`src/rtl/lsu_pkg.sv`:
```
// -----------------------------------------------------------------------------
// lsu_pkg
// Shared encodings for the load/store unit: access size codes and the
// controller state enumeration. No ports.
// -----------------------------------------------------------------------------
package lsu_pkg;

  // Access size as presented on req_size.
  typedef enum logic [1:0] {
    SZ_B   = 2'b00,
    SZ_H   = 2'b01,
    SZ_W   = 2'b10,
    SZ_RSV = 2'b11
  } lsu_size_e;

  // Controller states. RD drives the read, RD_WAIT consumes the registered data.
  typedef enum logic [2:0] {
    IDLE    = 3'd0,
    RD      = 3'd1,
    RD_WAIT = 3'd2,
    WR      = 3'd3,
    RESP    = 3'd4
  } lsu_state_e;

endpackage

```
`src/rtl/lsu_dmem_ctrl_lane_align.sv`:
```
// -----------------------------------------------------------------------------
// lsu_lane_align (combinational)
// Load path: selects the byte/half lane from a DMEM word and sign/zero-extends.
// Store path: merges right-aligned store data into the read word's lanes.
// Ports:
//   size_i   access size (lsu_size_e encoding)
//   uns_i    1 = zero-extend loads
//   off_i    byte offset within the word (addr[1:0])
//   rdata_i  word read from DMEM
//   wdata_i  right-aligned store data
//   load_o   extended load result
//   merge_o  word to write back for a store
// -----------------------------------------------------------------------------
module lsu_lane_align
  import lsu_pkg::*;
(
  input  logic [1:0]  size_i,
  input  logic        uns_i,
  input  logic [1:0]  off_i,
  input  logic [31:0] rdata_i,
  input  logic [31:0] wdata_i,
  output logic [31:0] load_o,
  output logic [31:0] merge_o
);

  logic [7:0]  byte_s;
  logic [15:0] half_s;

  // Lane selection and load extension.
  always_comb begin
    byte_s = 8'h00;
    half_s = 16'h0000;
    load_o = 32'h0000_0000;
    case (off_i)
      2'd0:    byte_s = rdata_i[7:0];
      2'd1:    byte_s = rdata_i[15:8];
      2'd2:    byte_s = rdata_i[23:16];
      2'd3:    byte_s = rdata_i[31:24];
      default: byte_s = 8'h00;
    endcase
    if (off_i[1]) begin
      half_s = rdata_i[31:16];
    end else begin
      half_s = rdata_i[15:0];
    end
    case (size_i)
      SZ_B:    load_o = {{24{~uns_i & byte_s[7]}}, byte_s};
      SZ_H:    load_o = {{16{~uns_i & half_s[15]}}, half_s};
      SZ_W:    load_o = rdata_i;
      default: load_o = 32'h0000_0000;
    endcase
  end

  // Store merge: only the addressed lane takes new data, the rest keep DMEM contents.
  always_comb begin
    merge_o = rdata_i;
    case (size_i)
      SZ_B: begin
        case (off_i)
          2'd0:    merge_o[7:0]   = wdata_i[7:0];
          2'd1:    merge_o[15:8]  = wdata_i[7:0];
          2'd2:    merge_o[23:16] = wdata_i[7:0];
          2'd3:    merge_o[31:24] = wdata_i[7:0];
          default: merge_o = rdata_i;
        endcase
      end
      SZ_H: begin
        if (off_i[1]) begin
          merge_o[31:16] = wdata_i[15:0];
        end else begin
          merge_o[15:0] = wdata_i[15:0];
        end
      end
      SZ_W:    merge_o = wdata_i;
      default: merge_o = rdata_i;
    endcase
  end

endmodule

```
`src/rtl/lsu_dmem_ctrl.sv`:
```
// -----------------------------------------------------------------------------
// lsu_dmem_ctrl
// Load/store unit between the execute stage and a word-wide DMEM with 1-cycle
// registered read. Sub-word stores run read-modify-write; misaligned, reserved
// size and out-of-range requests complete immediately with an error.
// Ports:
//   clk, rst_n                      clock, async active-low reset
//   req_valid/req_ready             request handshake (ready only in IDLE)
//   req_we/req_size/req_unsigned    store flag, size code, load zero-extend
//   req_addr/req_wdata              byte address, right-aligned store data
//   resp_valid/resp_err/resp_rdata  one-cycle completion pulse with result
//   dmem_addr/dmem_wdata/dmem_we    DMEM word address, write data, write enable
//   dmem_rdata                      DMEM registered read data
// -----------------------------------------------------------------------------
module lsu_dmem_ctrl
  import lsu_pkg::*;
#(
  parameter int unsigned DMEM_AW = 12
) (
  input  logic        clk,
  input  logic        rst_n,
  input  logic        req_valid,
  output logic        req_ready,
  input  logic        req_we,
  input  logic [1:0]  req_size,
  input  logic        req_unsigned,
  input  logic [31:0] req_addr,
  input  logic [31:0] req_wdata,
  output logic        resp_valid,
  output logic        resp_err,
  output logic [31:0] resp_rdata,
  output logic [31:0] dmem_addr,
  output logic [31:0] dmem_wdata,
  output logic        dmem_we,
  input  logic [31:0] dmem_rdata
);

  lsu_state_e  state_q, state_d;
  logic        we_q;
  logic [1:0]  size_q;
  logic        uns_q;
  logic [1:0]  off_q;
  logic [31:0] wdata_q;
  logic        resp_err_q;
  logic [31:0] resp_rdata_q;
  logic [31:0] dmem_addr_q;
  logic [31:0] dmem_wdata_q;

  logic        accept_s;
  logic        size_err_s;
  logic        oor_s;
  logic        err_s;
  logic        word_st_s;
  logic [31:0] load_s;
  logic [31:0] merge_s;

  assign accept_s  = req_valid && (state_q == IDLE);
  assign oor_s     = |req_addr[31:DMEM_AW];
  assign err_s     = size_err_s | oor_s;
  assign word_st_s = req_we && (req_size == SZ_W);

  // Size/alignment legality of the incoming request.
  always_comb begin
    size_err_s = 1'b0;
    case (req_size)
      SZ_B:    size_err_s = 1'b0;
      SZ_H:    size_err_s = req_addr[0];
      SZ_W:    size_err_s = (req_addr[1:0] != 2'b00);
      default: size_err_s = 1'b1;
    endcase
  end

  lsu_lane_align u_align (
    .size_i  (size_q),
    .uns_i   (uns_q),
    .off_i   (off_q),
    .rdata_i (dmem_rdata),
    .wdata_i (wdata_q),
    .load_o  (load_s),
    .merge_o (merge_s)
  );

  // FSM state register.
  always_ff @(posedge clk or negedge rst_n) begin
    if (!rst_n) begin
      state_q <= IDLE;
    end else begin
      state_q <= state_d;
    end
  end

  // FSM next-state logic; full-word stores skip the read, errors skip DMEM entirely.
  always_comb begin
    state_d = state_q;
    case (state_q)
      IDLE: begin
        if (!accept_s) begin
          state_d = IDLE;
        end else if (err_s) begin
          state_d = RESP;
        end else if (word_st_s) begin
          state_d = WR;
        end else begin
          state_d = RD;
        end
      end
      RD:      state_d = RD_WAIT;
      RD_WAIT: begin
        if (we_q) begin
          state_d = WR;
        end else begin
          state_d = RESP;
        end
      end
      WR:      state_d = RESP;
      RESP:    state_d = IDLE;
      default: state_d = IDLE;
    endcase
  end

  // FSM outputs decoded straight from the state register.
  always_comb begin
    req_ready  = 1'b0;
    resp_valid = 1'b0;
    dmem_we    = 1'b0;
    case (state_q)
      IDLE:    req_ready  = 1'b1;
      WR:      dmem_we    = 1'b1;
      RESP:    resp_valid = 1'b1;
      default: req_ready  = 1'b0;
    endcase
  end

  // Request latch, response registers and DMEM address/data registers.
  // dmem_addr is loaded at accept so the DMEM cycle can start in C1.
  always_ff @(posedge clk or negedge rst_n) begin
    if (!rst_n) begin
      we_q         <= 1'b0;
      size_q       <= 2'b00;
      uns_q        <= 1'b0;
      off_q        <= 2'b00;
      wdata_q      <= 32'h0000_0000;
      resp_err_q   <= 1'b0;
      resp_rdata_q <= 32'h0000_0000;
      dmem_addr_q  <= 32'h0000_0000;
      dmem_wdata_q <= 32'h0000_0000;
    end else if (accept_s) begin
      we_q         <= req_we;
      size_q       <= req_size;
      uns_q        <= req_unsigned;
      off_q        <= req_addr[1:0];
      wdata_q      <= req_wdata;
      resp_err_q   <= err_s;
      resp_rdata_q <= 32'h0000_0000;
      if (!err_s) begin
        dmem_addr_q <= {req_addr[31:2], 2'b00};
        if (word_st_s) begin
          dmem_wdata_q <= req_wdata;
        end
      end
    end else if (state_q == RD_WAIT) begin
      if (we_q) begin
        dmem_wdata_q <= merge_s;
      end else begin
        resp_rdata_q <= load_s;
      end
    end
  end

  assign resp_err   = resp_err_q;
  assign resp_rdata = resp_rdata_q;
  assign dmem_addr  = dmem_addr_q;
  assign dmem_wdata = dmem_wdata_q;

endmodule

```
`config.mk`:
```
export PLATFORM = sky130hd
export DESIGN_NAME = lsu_dmem_ctrl
export DESIGN_NICKNAME = d
export VERILOG_FILES = /design/src/rtl/lsu_pkg.sv /design/src/rtl/lsu_dmem_ctrl_lane_align.sv /design/src/rtl/lsu_dmem_ctrl.sv
export SDC_FILE = /design/constraint.sdc
export NUM_CORES = 1
export LEC_CHECK = 0
export ABC_CLOCK_PERIOD_IN_PS = 4200
export CAP_MARGIN = 20
export CELL_PAD_IN_SITES_DETAIL_PLACEMENT = 1
export CELL_PAD_IN_SITES_GLOBAL_PLACEMENT = 1
export CORE_ASPECT_RATIO = 1.75
export CORE_UTILIZATION = 39
export DETAILED_ROUTE_END_ITERATION = 16
export PLACE_DENSITY_LB_ADDON = 0.1
export RECOVER_POWER = 25
export SYNTH_ARGS = -nofsm -noshare
export SYNTH_HDL_FRONTEND = slang
export SYNTH_HIERARCHICAL = 1
export SYNTH_SLANG_ARGS = --single-unit
```
`constraint.sdc`:
```
create_clock -name clk -period 4.2 [get_ports clk]
set_input_delay 0.84 -clock clk [delete_from_list [all_inputs] [get_ports clk]]
set_output_delay 0.84 -clock clk [all_outputs]
set_load 0.1 [all_outputs]
```
Yosys cells after proc, flatten, opt, wreduce, memory -nomap -nowiden. Index checks and enable logic that the tools add are counted.

Flip-flop bits (word level): 136. Latch bits: 0. Bits in writable memories: 0. Memory bits (read-only): 0. Input port bits: 103. Output and inout port bits: 100. Word-level logic and storage cells: 69. Memories: 0.

Add/subtract/negate cells: 0. Multipliers: 0. Divide/modulo/power cells: 0. Order comparisons: 0. Eq/ne operators: 14. Shift operators: 0. Muxes and demuxes: 27. Bitwise gates (word level): 5. Reduce and logical (&&, ||, !) cells: 13.

Operator list (number): $mux 32 (8); $pmux 32 s3 (2); $mux 16 (3); $mux 8 (4); $pmux 8 s4 (1); $reduce_or 20->1 (1); $pmux 3 s4 (1); $mux 3 (3); $eq 2x2->1 const B (4); $eq 2x1->1 const B (3); $eq 3x2->1 const B (2); $logic_not 2->1 (3); $reduce_bool 2->1 (3); $ne 2x1->1 const B (2); $reduce_and 2->1 (2); $reduce_and 4->1 (1); $eq 3x1->1 const B (1); $eq 3x3->1 const B (1); $logic_not 3->1 (1); $mux 1 (3); $pmux 1 s3 (1); $and 1x1->1 (2); $logic_and 1x1->1 (2); $mux 2 (1); other kinds (3) (4).

Depth between registers and ports, before layout.
Depth after elaboration: 7. Depth in mapped cells: 10. Depth with buffers taken out: 7.

By module. Netlist, hierarchy kept.

By module, submodules not included: lsu_dmem_ctrl (times used 1, cells each 467, area an instance 5268.8 um2); lsu_lane_align (times used 1, cells each 266, area an instance 1794.2 um2).

Worst setup path before layout. OpenSTA, ideal clock, no wires.

Path kind: register to register. Start point: register state_q[0]. End point: register dmem_wdata_q[10], in the netlist dmem_wdata[10]. Arrival time: 3.794 ns. Required time: 4.072 ns. Slack: 0.277 ns. Cell stages (with the launch flop): 7. Cells stage by stage: dfrtp_1 nor3_1 nand2_1 clkbuf_1 nand2_1 nand2_1 mux2_1.

Word-level cells in the longest chain between the ends: 4. Elaborated cells between the ends (all ways): 9. Classes of those cells: 3 x eq/ne; 1 x mux; 5 x reduce/logical.

RTL lines: start, declared (line lsu_dmem_ctrl.sv:38) `lsu_state_e state_q, state_d;`; start signal, assigned (line lsu_dmem_ctrl.sv:88) `state_q <= state_d;`; $logic_not 3->1 (line lsu_dmem_ctrl.sv:57) `assign accept_s = req_valid && (state_q == IDLE);`; $logic_and 1x1->1 (line lsu_dmem_ctrl.sv:57); $ne 2x1->1 (no source line) (tied with other cells); $reduce_and 4->1 (no source line); end signal, assigned (line lsu_dmem_ctrl.sv:158) `dmem_wdata_q <= req_wdata;`; end signal, assigned (line lsu_dmem_ctrl.sv:163) `dmem_wdata_q <= merge_s;`; end, declared (line lsu_dmem_ctrl.sv:47) `logic [31:0] dmem_wdata_q;`.

Parallel ways exist; a longest one is shown, timed or not. A chain may end at the register's enable or synchronous reset.

Worst setup path in the final report.
Start point: register state_q[0]. End point: output port req_ready.

Word-level cells in the longest chain between the ends: 2.

RTL lines: $logic_not 3->1 (line lsu_dmem_ctrl.sv:126) `case (state_q)`; $mux 1 (line lsu_dmem_ctrl.sv:126); end, declared (line lsu_dmem_ctrl.sv:23) `output logic req_ready,`.

No other way between the ends.

==> out/qor.csv <==
stage,metric,value,unit
logic_synthesis,synth_edf_count,0,
sta,maxSlewViolCount,89,
detailed_routing,routed_wirelength,24200,um
logic_synthesis,synthDistinctLibCells,46,
logic_synthesis,synth-xor-area-share,0,%
critical_path,cp-end-kind,output pin,
logic_synthesis,synth_compound_area_share,17.2,%
grt,grt_pass1_vias,6999,
cells_and_area,drive_gt1_share,8.10,%
logic_synthesis,synthFlopType,dfrtp_1,
critical_path,worstReg2RegEnd,dmem_wdata[2],
power,power_per_cell_area,372,nW/um^2
logic_synthesis,ys_ff_latch,136,
logic_synthesis,syn_area,7060,sq um
sta,slew_headroom,-50.2,%
grt,grt_overflow,0,
detailed_routing,wl_met2,12900,um
sta,finalSetupTns,0,ns
logic_synthesis,ys_top_cells_by_count,"nand2_1, dfrtp_1, mux2_1",
detailed_routing,wl_met1,9380,um
logic_synthesis,yosys.area.top_type,dfrtp_1,
grt,grt_pass1_wl,38600,um
logic_synthesis,yosysSeqAreaShare,48.2,%
sta,skew,0.00548,ns
logic_synthesis,yosysWarnings,6,
cts,clock-sinks,136,
min_path,worstHoldStart,wdata_q[27],
cts,path_clk_slew,0.06,ns
cells_and_area,n_antenna_cell,0,
sta,post-route-period-util,78.7,%
die,fp.dieH,180,um
outcome,violations,"capacitance limit, slew limit",
detailed_routing,vias_per_cell,5.50,
cts,cts_resized,0,
power,p_leak,4.67,nW
cts,cts_tree,yes,
placement,dp_hpwl,17900,um
logic_synthesis,netlist_instances,733,
grt,track_usage,26.7,%
grt,antenna_found_initial,0,
logic_synthesis,synth-simple-area-share,20.1,%
detailed_routing,wl_met3,1210,um
logic_synthesis,synth_fa_ha_area_share,0,%
sta,rsz0062_at_grt,false,
cts,cts_max_path_buffers,2,
logic_synthesis,synthArstFlopShare,100,%
cts,cts_setup_buffers,0,
detailed_routing,via_count,6368,
die,std_cell_rows,64,
cells_and_area,multi_input_area,3400,sq um
min_path,min_to,wdata_q[27],
cells_and_area,nets,1016,
die,initial_core_util,40.1,%
sta,worst_pin_slew,2.25,ns
sta,fmax,0.302,GHz
cts,clk-insertion-delay-late,0.43,ns
cells_and_area,regArea,3400,sq um
critical_path,criticalPathCategory,register to output pin,
critical_path,arrival,2.47,ns
placement,numPortBuffers,200,
logic_synthesis,yosysMostFrequentCell,nand2_1,
critical_path,cp_max_fo,7,
min_path,hp-class,register to register,
die,coreArea,17600,sq um
die,die-area,18700,sq um
detailed_routing,post-route-drc-count,0,
die,die_x,104,um
critical_path,cp.required,3.36,ns
critical_path,worstRegToRegCells,8,
cells_and_area,area_delta_synth_final,38.7,%
sta,period_needed,3.31,ns
placement,gp_congestion,0.841,
power,finalPower,0.00364,W
detailed_routing,routedWlPerCell,20.9,um
critical_path,rr_startpoint,off_q[1],
critical_path,crit_start,state_q[0],
die,ioPinCount,203,
sta,finalHoldViolCount,0,
logic_synthesis,synthMuxAreaShare,10.5,%
logic_synthesis,syn_avg_cell_area,9.64,sq um
cts,root_buffer,clkbuf_16,
grt,grt_max_degree,89,
outcome,status,"finished, violations left",
cts,cts-hold-fix-buffers,0,
cts,htree_levels,4,
detailed_routing,drtIter0Drc,312,
run,maxCapViolations,1,
detailed_routing,top_layer_used,met4,
logic_synthesis,synthTopCellsByArea,"dfrtp_1, nand2_1, mux2_1, a22o_1, nor2b_1",
logic_synthesis,yosysTopAreaCellShare,48.2,%
min_path,min_path_cells,2,
critical_path,rrSetupSlack,1.47,ns
sta,setup_viol,0,
cts,cts_buffers,17,
critical_path,start_kind,register,
power,peakVddDrop,0.245,mV
cells_and_area,nFillCells,1970,
detailed_routing,final_antenna_net_count,0,
detailed_routing,first_pass_iters,8,
logic_synthesis,synth_top_family_by_area,simple AND/OR/NAND/NOR gates,
## critical path, cell delays in order, from the launching register on
cell             delay, ns
dfrtp_1               0.47
nor3_1                0.35
clkdlybuf4s50_1       1.21
## metrics by stage
stage | instance area [sq um] | setup WS (ns) | hold WS, ns | instances | utilization, %
final | 9800 | 0.893 | 0.481 | 1157 | 55.6
after global routing | 9800 | 0.602 | 0.504 | 1157 | 55.6
after CTS | 9790 | 0.857 | 0.484 | 1156 | 55.6
after detailed placement | 9220 | 0.970 | 0.467 | 1124 | 52.4
after global placement | 9220 | 1.03 | 0.465 | 1124 | 52.4
after floorplan | 7070 | 0.277 | 0.446 | 734 | -
## layer usage
layer,vias to the layer above,global-route usage [%]
li1,2938,-
met1,3187,29.6
met2,209,48.8
met3,34,5.82
met4,0,11.6
met5,-,0
## cell families (layout without fill, tap and decap cells)
family	count (synthesis)	in the layout
other	1	2
DFF	136	136
and+or+nand+nor	310	310
buffers and inverters	62	254
muxes	67	67
AOI/OAI and AO/OA	157	157
## cells in the final DEF, fill, tap and decap left out, types with 2 or more instances in the layout
cell type,n
nor3_1,3
a222oi_1,6
clkbuf_1,2
nand2_1,226
a22o_1,39
o31ai_1,8
o22ai_1,10
nor4_1,5
clkdlybuf4s50_1,199
a21oi_1,26
inv_6,3
buf_4,11
nor2b_1,32
a22oi_1,23
o221ai_1,8
clkinvlp_4,4
a32oi_1,2
conb_1,2
nor2_2,2
nor2_1,7
a221o_1,10
nand2b_1,12
dfrtp_1,136
clkinv_2,3
mux2i_1,9
mux2_2,15
inv_1,8
clkbuf_16,17
o211ai_1,7
nor3b_1,8
o21ai_1,4
mux2_1,43
nor3_2,2
a21o_1,10
and2_1,2
## worst max path at each step
stage	cells past startpoint	end	slack, ns
after floorplan	6	dmem_wdata[10]	0.28
after detailed placement	6	dmem_wdata[1]	0.97
after CTS	2	req_ready	0.86
after global placement	6	dmem_wdata[0]	1.03
final	2	req_ready	0.89
after global routing	2	dmem_wdata[28]	0.60
## registers in the layout (all words and copies together) (netlist names)
| name | flops |
|---|---|
| wdata_q | 32 |
| uns_q | 1 |
| size_q | 2 |
| state_q | 3 |
| off_q | 2 |
| resp_err | 1 |
| we_q | 1 |
| resp_rdata | 32 |
| dmem_wdata | 32 |
| dmem_addr | 30 |
## layout make-up
cell class              count  share of cell area (%)
well taps                 231                    2.95
multi-input cells         536                    34.7
clock buffers              19                    4.52
clock inverters            13                    1.24
repair buffers            213                    21.5
flip-flops and latches    136                    34.7
inverters                   9                   0.345
## report_power, final
group,internal [W],total (W),switching [W]
Sequential,0.00136,0.00145,0.0000896
Combinational,0.000316,0.000764,0.000448
Clock,0.000835,0.00143,0.000595
Total,0.00251,0.00364,0.00113
Note: power is estimated with default switching activity, not from simulation.
